--- config.mk ---
export PLATFORM = sky130hd
export DESIGN_NAME = mux_rr_arbiter
export DESIGN_NICKNAME = d
export VERILOG_FILES = /design/src/rtl/mux_rr_arbiter.sv
export SDC_FILE = /design/constraint.sdc
export NUM_CORES = 1
export LEC_CHECK = 0
export CORE_ASPECT_RATIO = 1.25
export CORE_MARGIN = 2
export CORE_UTILIZATION = 42
export CTS_CLUSTER_SIZE = 28
export DETAILED_ROUTE_END_ITERATION = 16
export HOLD_SLACK_MARGIN = 0.03
export MAX_ROUTING_LAYER = met4
export PLACE_DENSITY = 0.91
export SKIP_LAST_GASP = 1
export SYNTH_ARGS = -nofsm -noshare
export SYNTH_HDL_FRONTEND = slang
export SYNTH_SLANG_ARGS = --single-unit
--- constraint.sdc ---
create_clock -name clk -period 7.8 [get_ports clk]
set_input_delay 0.78 -clock clk [delete_from_list [all_inputs] [get_ports clk]]
set_output_delay 0.78 -clock clk [all_outputs]
set_load 0.05 [all_outputs]
--- src/rtl/mux_rr_arbiter.sv ---
// mux_rr_arbiter: registered N-channel arbitrating multiplexer.
// Picks one requester per cycle, either round-robin or by a forced index,
// and holds the chosen word in a single output register with valid/ready.
module mux_rr_arbiter #(
    parameter int n  = 32,
    parameter int ch = 4
) (
    input  logic                   clk,
    input  logic                   rst,
    input  logic [ch-1:0]          inValid,
    input  logic [ch*n-1:0]        inData,
    output logic [ch-1:0]          inReady,
    input  logic                   forceEn,
    input  logic [$clog2(ch)-1:0]  forceSel,
    output logic                   outValid,
    output logic [n-1:0]           outData,
    output logic [$clog2(ch)-1:0]  outChan,
    input  logic                   outReady
);

    localparam int sw = $clog2(ch);

    typedef enum logic {
        EMPTY = 1'b0,
        FULL  = 1'b1
    } regState_t;

    regState_t        state;
    regState_t        nextState;
    logic             load;
    logic             anyGrant;
    logic [ch-1:0]    grant;
    logic [sw-1:0]    sel;
    logic [sw-1:0]    scanIdx;
    logic [sw-1:0]    rrPtr;

    // The register can take a new word when it is empty or being drained this cycle
    assign load     = (state == EMPTY) | outReady;
    assign anyGrant = |grant;
    assign inReady  = grant & {ch{load}};
    assign outValid = (state == FULL);

    // Grant selection: forced index in mux mode, otherwise scan from rrPtr+1 so
    // the most recently served channel is considered last. The loop walks from
    // the furthest candidate to the nearest so the nearest requester wins.
    always_comb begin
        grant   = '0;
        sel     = '0;
        scanIdx = '0;
        if (forceEn) begin
            if ((int'(forceSel) < ch) && inValid[forceSel]) begin
                grant[forceSel] = 1'b1;
                sel             = forceSel;
            end
        end else begin
            for (int k = ch; k >= 1; k--) begin
                scanIdx = sw'((int'(rrPtr) + k) % ch);
                if (inValid[scanIdx]) begin
                    grant          = '0;
                    grant[scanIdx] = 1'b1;
                    sel            = scanIdx;
                end
            end
        end
    end

    // Output register occupancy state register
    always_ff @(posedge clk or posedge rst) begin
        if (rst) begin
            state <= EMPTY;
        end else begin
            state <= nextState;
        end
    end

    // Next occupancy: refill when granted, empty when drained with nothing granted
    always_comb begin
        nextState = state;
        if (load) begin
            nextState = anyGrant ? FULL : EMPTY;
        end
    end

    // Datapath and pointer: capture the winner; forced transfers leave rrPtr alone
    always_ff @(posedge clk or posedge rst) begin
        if (rst) begin
            outData <= '0;
            outChan <= '0;
            rrPtr   <= sw'(ch - 1);
        end else if (load && anyGrant) begin
            outData <= inData[int'(sel)*n +: n];
            outChan <= sel;
            if (!forceEn) begin
                rrPtr <= sel;
            end
        end
    end

endmodule

; Word level (Yosys, flattened, before mapping)
; Cells that the tools add are included.
[word_totals]
reg_bits = 37
inputBits = 138
output_inout_bits = 39
elab_cells = 64
[op_classes]
add_sub_neg = 4
n_lt_le_gt_ge = 10
shift = 1
n_mux = 33
bitwise_logic = 4
n_reduce_logical = 8
[op_table]
columns = cell, count
row1 = indexed part select 128 x 8 -> 32 bit, 1
row2 = two-way mux 4 bit, 6
row3 = "less-than comparator 2 x 3 -> 1 bit, second input constant", 5
row4 = two-way mux 2 bit, 6
row5 = two-way mux 1 bit, 11
row6 = binary-select mux 1 bit (select 2 bit), 5
row7 = demux 1 bit (select 2 bit), 5
row8 = ">= comparator 2 x 1 -> 1 bit, second input constant", 5
row9 = logical AND 1 bit, 6
row10 = "adder 2 x 1 -> 2 bit, second input constant", 2
row11 = "adder 2 bit, second input constant", 2
row12 = bitwise AND 4 bit, 1
row13 = OR reduction 4 bit, 1
row14 = inverter 1 bit, 2
row15 = AND reduction 2 bit, 1
row16 = OR 1 bit, 1

; Logic depth before layout (Yosys ltp)
[logic_depth]
depth_word = 13
depth_mapped = 13

; Worst setup path before layout
; Ideal clock, no wire load.
[synth_timing]
path_kind = flip-flop to output port
start = register rrPtr[1]
end = output port inReady[1]
arrival_ps = 2904
required_time_ps = 7020
setup_slack_ps = 4116
path_stages_with_launch = 9
path_buffers = 2
path_cell_list = dfstp_2 > buf_2 > inv_1 > ha_1 > mux4_2 > buf_6 > a211oi_1 > a21oi_2 > nor2_1
[synth_between]
elab_chain_cells = 11
elab_cells_between_ends = 38
cone_classes = add/sub (4) / order compare (8) / mux (21) / bitwise (1) / reduce/logical (4)
[synth_lines]
columns = element, line
row1 = "start, declared", 35  ; logic [sw-1:0] rrPtr;
row2 = "start signal, assigned", 89  ; rrPtr <= sw'(ch - 1);
row3 = "start signal, assigned", 94  ; rrPtr <= sel;
row4 = adder 2 x 1 -> 2 bit, 57  ; scanIdx = sw'((int'(rrPtr) + k) % ch);
row5 = less-than comparator 2 x 3 -> 1 bit (not written as such) or >= comparator 2 x 1 -> 1 bit (tied branches), 60  ; grant[scanIdx] = 1'b1;
row6 = logical AND 1 bit (not written as such), 60
row7 = two-way mux 1 bit (not written as such), 60
row8 = demux 1 bit (select 2 bit), 60
row9 = two-way mux 4 bit (3 in a row), 58  ; if (inValid[scanIdx]) begin
row10 = two-way mux 4 bit (*), 58
row11 = two-way mux 4 bit (*), 50  ; if (forceEn) begin
row12 = bitwise AND 4 bit (*), 40  ; assign inReady = grant & {ch{load}};
row13 = "end, declared", 12  ; output logic [ch-1:0] inReady,
; Mark *: on every way between the ends. The rest lies on a longest branch, timed or not. The select of a mux whose other input is x is not followed.

; Final worst setup path
[layout_timing]
start = register rrPtr[0]
end = output port inReady[3]
; Same word-level chain as after synthesis.

==> results <==
- The minimum setup slack after placement is 3.510 ns.
- Based on the critical path, the design can be clocked at up to 0.2199 GHz.
- The total wire length is 8889 um.
- The top cell type by area accounts for 30.67% of the synthesized area.
- The setup violation total in the final timing report is 0.
- The count of endpoints failing hold in the final timing report is 0.
- After layout, the worst path uses 58.30% of the clock period.
- The run finished with clean final reports.
- The number of nets in the synthesized netlist is 417.
- The critical path endpoint category is an output pin.
- The final setup TNS is 0 ns.
- Headroom to the max-slew limit came out at 28.51%.
- Across every metal layer, demand over resource in global routing totals 22.68%.
- The worst voltage drop across the vdd grid is 0.3414 mV.
- The clock root buffer is sky130_fd_sc_hd__clkbuf_8.
- Clock tree synthesis inserted a total of 5 buffers.
- The floorplan step defined a die boundary enclosing 8171 sq um.
- The number of distinct library cells after synthesis is 45.
- Setup repair after global routing left no endpoint under its margin.
- The power density normalized to cell area is 434.1 nW/um^2.
- Along the worst path, the maximum fanout reaches 12.
- Walking the worst path, the cells encountered are inv_1, ha_1, mux4_2, a21oi_1, a31oi_1, a21boi_2, nor2_1, clkdlybuf4s50_1.
- The final critical-path required period is 4.547 ns.
- Buffers placed on the I/O ports in this run total 176.
- The clock-pin slew of the registers on the worst-case setup and hold paths is 0.08 ns.
- The final critical-path setup slack is 3.253 ns.
- In this run the cell area measured after placement is 4881 sq um.
- The height of the die is 100.6 um.
- The data arrival time at the worst-slack endpoint is 3.77 ns.
- In this run the deepest clock path goes through 2 buffers.
- In this run the cell area of the synthesized design comes to 3133 sq um.
- The detail route stage leaves a number of antenna-violating nets equal to 0.
- The final layout contains 584 nets.
- The clock reaches the later pin of the worst-skew pair after 0.29 ns.
- The quantity of hold-fixing buffers added after cts is 0.
- The delay of the slowest cell on the worst path is 0.80 ns.
- The commonest register cell after synthesis is sky130_fd_sc_hd__dfrtp_1.
- In the final routed layout, each cell accounts on average for 16.71 um.
- For this run, the register share of the synthesized area comes to 29.63%.
- At the pin with the least slew margin, the transition time is 1.072 ns.
- Compared with the post-synthesis result, the final layout area differs by 58.55%.
- The mean instance size in the synthesized netlist is 11.52 sq um.
- Counting every instance in the synthesized netlist gives 272.
- The number of antenna violations at the first check in global routing came to 0.
- The finished layout cell area is 4967 sq um.
- The worst setup path is launched from a register.
- In the routed layout, each cell is associated on average with a via count of 5.273.
- The data required time of the critical path is 7.02 ns.
- The number of warnings reported in the yosys synthesis log is 0.
- The global-route wire length before repair is 13,840 um.
- The critical-path cell with the highest stage delay is sky130_fd_sc_hd__clkdlybuf4s50_1.
- The sum of overflow across all layers after global routing is 0.
- The area inside the core boundary is 7313 sq um.
- Counting every sink on the clock net gives 37.
- The max-slew violation count is 0.
- The number of DRC markers after the initial detailed-route iteration is 66.
- The total of max-cap violations is 0.
- The startpoint-to-endpoint class of the critical path is reg -> out.
- The via count of the first global-routing pass came to 2,870.
- The cell type with the highest aggregate area in the netlist is sky130_fd_sc_hd__mux2i_1.
- Clock skew on the completed layout was measured at 0.009647 ns.
- Post-CTS timing repair inserted 0 buffers for setup.
- The clock tree synthesis step divided the H-tree into 2 levels.
- For this design the static power due to leakage is 2.084 nW.
- In this run, synthesis produced a sequential element count of 37.
- The core occupancy in the finished layout is 67.92%.
- 177 I/O pins were placed.
- After detailed routing, the number of remaining DRC violations is 0.
- The initial cell density of the core is 42.84%.
- The die is 81.25 um wide.
- Cells with a size suffix above 1 make up 13.86% of the layout.
- The detailed placement HPWL is 6972 um.
- The routed layout has 2,805 vias.
- The maximum number of pins on one net before global-route repair is 65.
- The type of the most critical hold path is reg -> reg.
- The diode insertion count for antenna repair is 0.
- The first detailed-routing pass ran for 4 iterations.
- By area the synthesized netlist is led by sky130_fd_sc_hd__mux2i_1 (31%), sky130_fd_sc_hd__dfrtp_1 (28%), sky130_fd_sc_hd__mux2_2 (11%).
- The weighted congestion reported at the end of routability-driven placement is 0.8006.
- The floorplan has 35 rows.
- The clock tree from TritonCTS is done.
- The share of flip-flops with an asynchronous set or reset after synthesis is 100.0%.
- The number of gates resized after CTS was 0.
- The synthesized design contains 0 enable-type register cells.
-- power by group --
part	internal [mW]	switching, mW	total (mW)
Combinational	0.737	0.910	1.65
Sequential	0.304	0.0711	0.375
Clock	0.0617	0.0724	0.134
Total	1.10	1.05	2.16
-- cell families after synthesis --
family / count (synthesis) / synth area share, %
buf+inv: 28 / 6.270
xor+xnor: 1 / 0.2796
compound gates: 32 / 8.387
flops: 37 / 29.63
mux: 135 / 46.73
simple gates: 32 / 5.911
fa+ha+maj: 7 / 2.795
-- metrics by stage --
stage               instances  hold WS, ns  power, mW
finish                    532       0.5104      2.156
global route              532       0.5210      2.277
CTS                       532       0.5129      2.172
detailed placement        524       0.4929      2.028
global placement          524       0.4889      1.993
floorplan                 272       0.7493      1.646
-- Yosys cell counts (2+ instances only) --
| master | count |
|---|---|
| sky130_fd_sc_hd__mux2i_1 | 96 |
| sky130_fd_sc_hd__dfrtp_1 | 35 |
| sky130_fd_sc_hd__mux2_2 | 30 |
| sky130_fd_sc_hd__buf_6 | 11 |
| sky130_fd_sc_hd__a21oi_1 | 9 |
| sky130_fd_sc_hd__inv_1 | 9 |
| sky130_fd_sc_hd__nor2_1 | 9 |
| sky130_fd_sc_hd__nand2_1 | 8 |
| sky130_fd_sc_hd__buf_2 | 7 |
| sky130_fd_sc_hd__ha_1 | 7 |
| sky130_fd_sc_hd__mux2_4 | 5 |
| sky130_fd_sc_hd__mux4_2 | 4 |
| sky130_fd_sc_hd__a31oi_1 | 3 |
| sky130_fd_sc_hd__a211oi_1 | 2 |
| sky130_fd_sc_hd__a221o_1 | 2 |
| sky130_fd_sc_hd__a32o_1 | 2 |
| sky130_fd_sc_hd__dfstp_2 | 2 |
| sky130_fd_sc_hd__nand2b_1 | 2 |
| sky130_fd_sc_hd__nor2b_1 | 2 |
| sky130_fd_sc_hd__nor4bb_1 | 2 |
-- sequential cells by signal, summed over array words and instances (netlist names) --
signal and cells:
outChan 2, outData 32, outValid 1, rrPtr 2
-- worst paths after layout --
check,from,endpoint,slack [ns],depth (start not counted)
worst max-delay path,rrPtr[0]$_DFFE_PP1P_,inReady[3],3.25,8
worst min-delay path,outData[0]$_DFFE_PP0P_,outData[0]$_DFFE_PP0P_,0.51,1
worst max register to register,rrPtr[0]$_DFFE_PP1P_,outData[2]$_DFFE_PP0P_,3.76,9
worst min register to register,outData[0]$_DFFE_PP0P_,outData[0]$_DFFE_PP0P_,0.51,1
max in group asynchronous,rst,rrPtr[1]$_DFFE_PP1P_,6.53,3
min in group asynchronous,rst,outData[0]$_DFFE_PP0P_,0.91,3
-- worst max-delay path: cells and delay by family (launching register included) --
| family | cells | cell delay (ns) |
|---|---|---|
| AO/OA/AOI/OAI | 3 | 0.59 |
| adder cells (fa/ha/maj) | 1 | 0.43 |
| buffers and inverters | 2 | 1.00 |
| flip-flops | 1 | 0.69 |
| multiplexers | 1 | 0.67 |
| AND/OR/NAND/NOR | 1 | 0.11 |
-- metal layers --
metal	global-route usage, %	part of all wire, %	vias up
li1	-	-	1346
met1	25.19	38	1329
met2	40.81	55	122
met3	4.480	5.6	8
met4	6.258	1.3	0
met5	-	0	-
-- cell type report --
| type | instances | area [sq um] |
|---|---|---|
| inverters | 9 | 33.78 |
| fillers | 567 | 2346 |
| repair buffers | 179 | 1784 |
| well taps | 92 | 115.1 |
| clock inverters | 3 | 17.52 |
| flip-flops and latches | 37 | 928.4 |
| clock buffers | 5 | 68.82 |
| multi-input cells | 207 | 2019 |
-- cells in the final DEF (no fill, tap or decap), drive strengths merged, types with 2 or more instances in the layout --
| cell type | netlist | final |
|---|---|---|
| a211oi | 2 | 2 |
| a21oi | 11 | 11 |
| a221o | 2 | 2 |
| a31oi | 4 | 4 |
| a32o | 2 | 2 |
| buf | 18 | 3 |
| clkbuf | 1 | 5 |
| clkdlybuf4s50 | 0 | 176 |
| clkinv | 0 | 2 |
| dfrtp | 35 | 35 |
| dfstp | 2 | 2 |
| ha | 7 | 7 |
| inv | 9 | 9 |
| mux2 | 35 | 35 |
| mux2i | 96 | 96 |
| mux4 | 4 | 4 |
| nand2 | 9 | 9 |
| nand2b | 2 | 2 |
| nor2 | 9 | 9 |
| nor2b | 2 | 2 |
| nor3b | 2 | 2 |
| nor4bb | 2 | 2 |
| o21ai | 2 | 2 |
(Power assumes the default switching activity.)
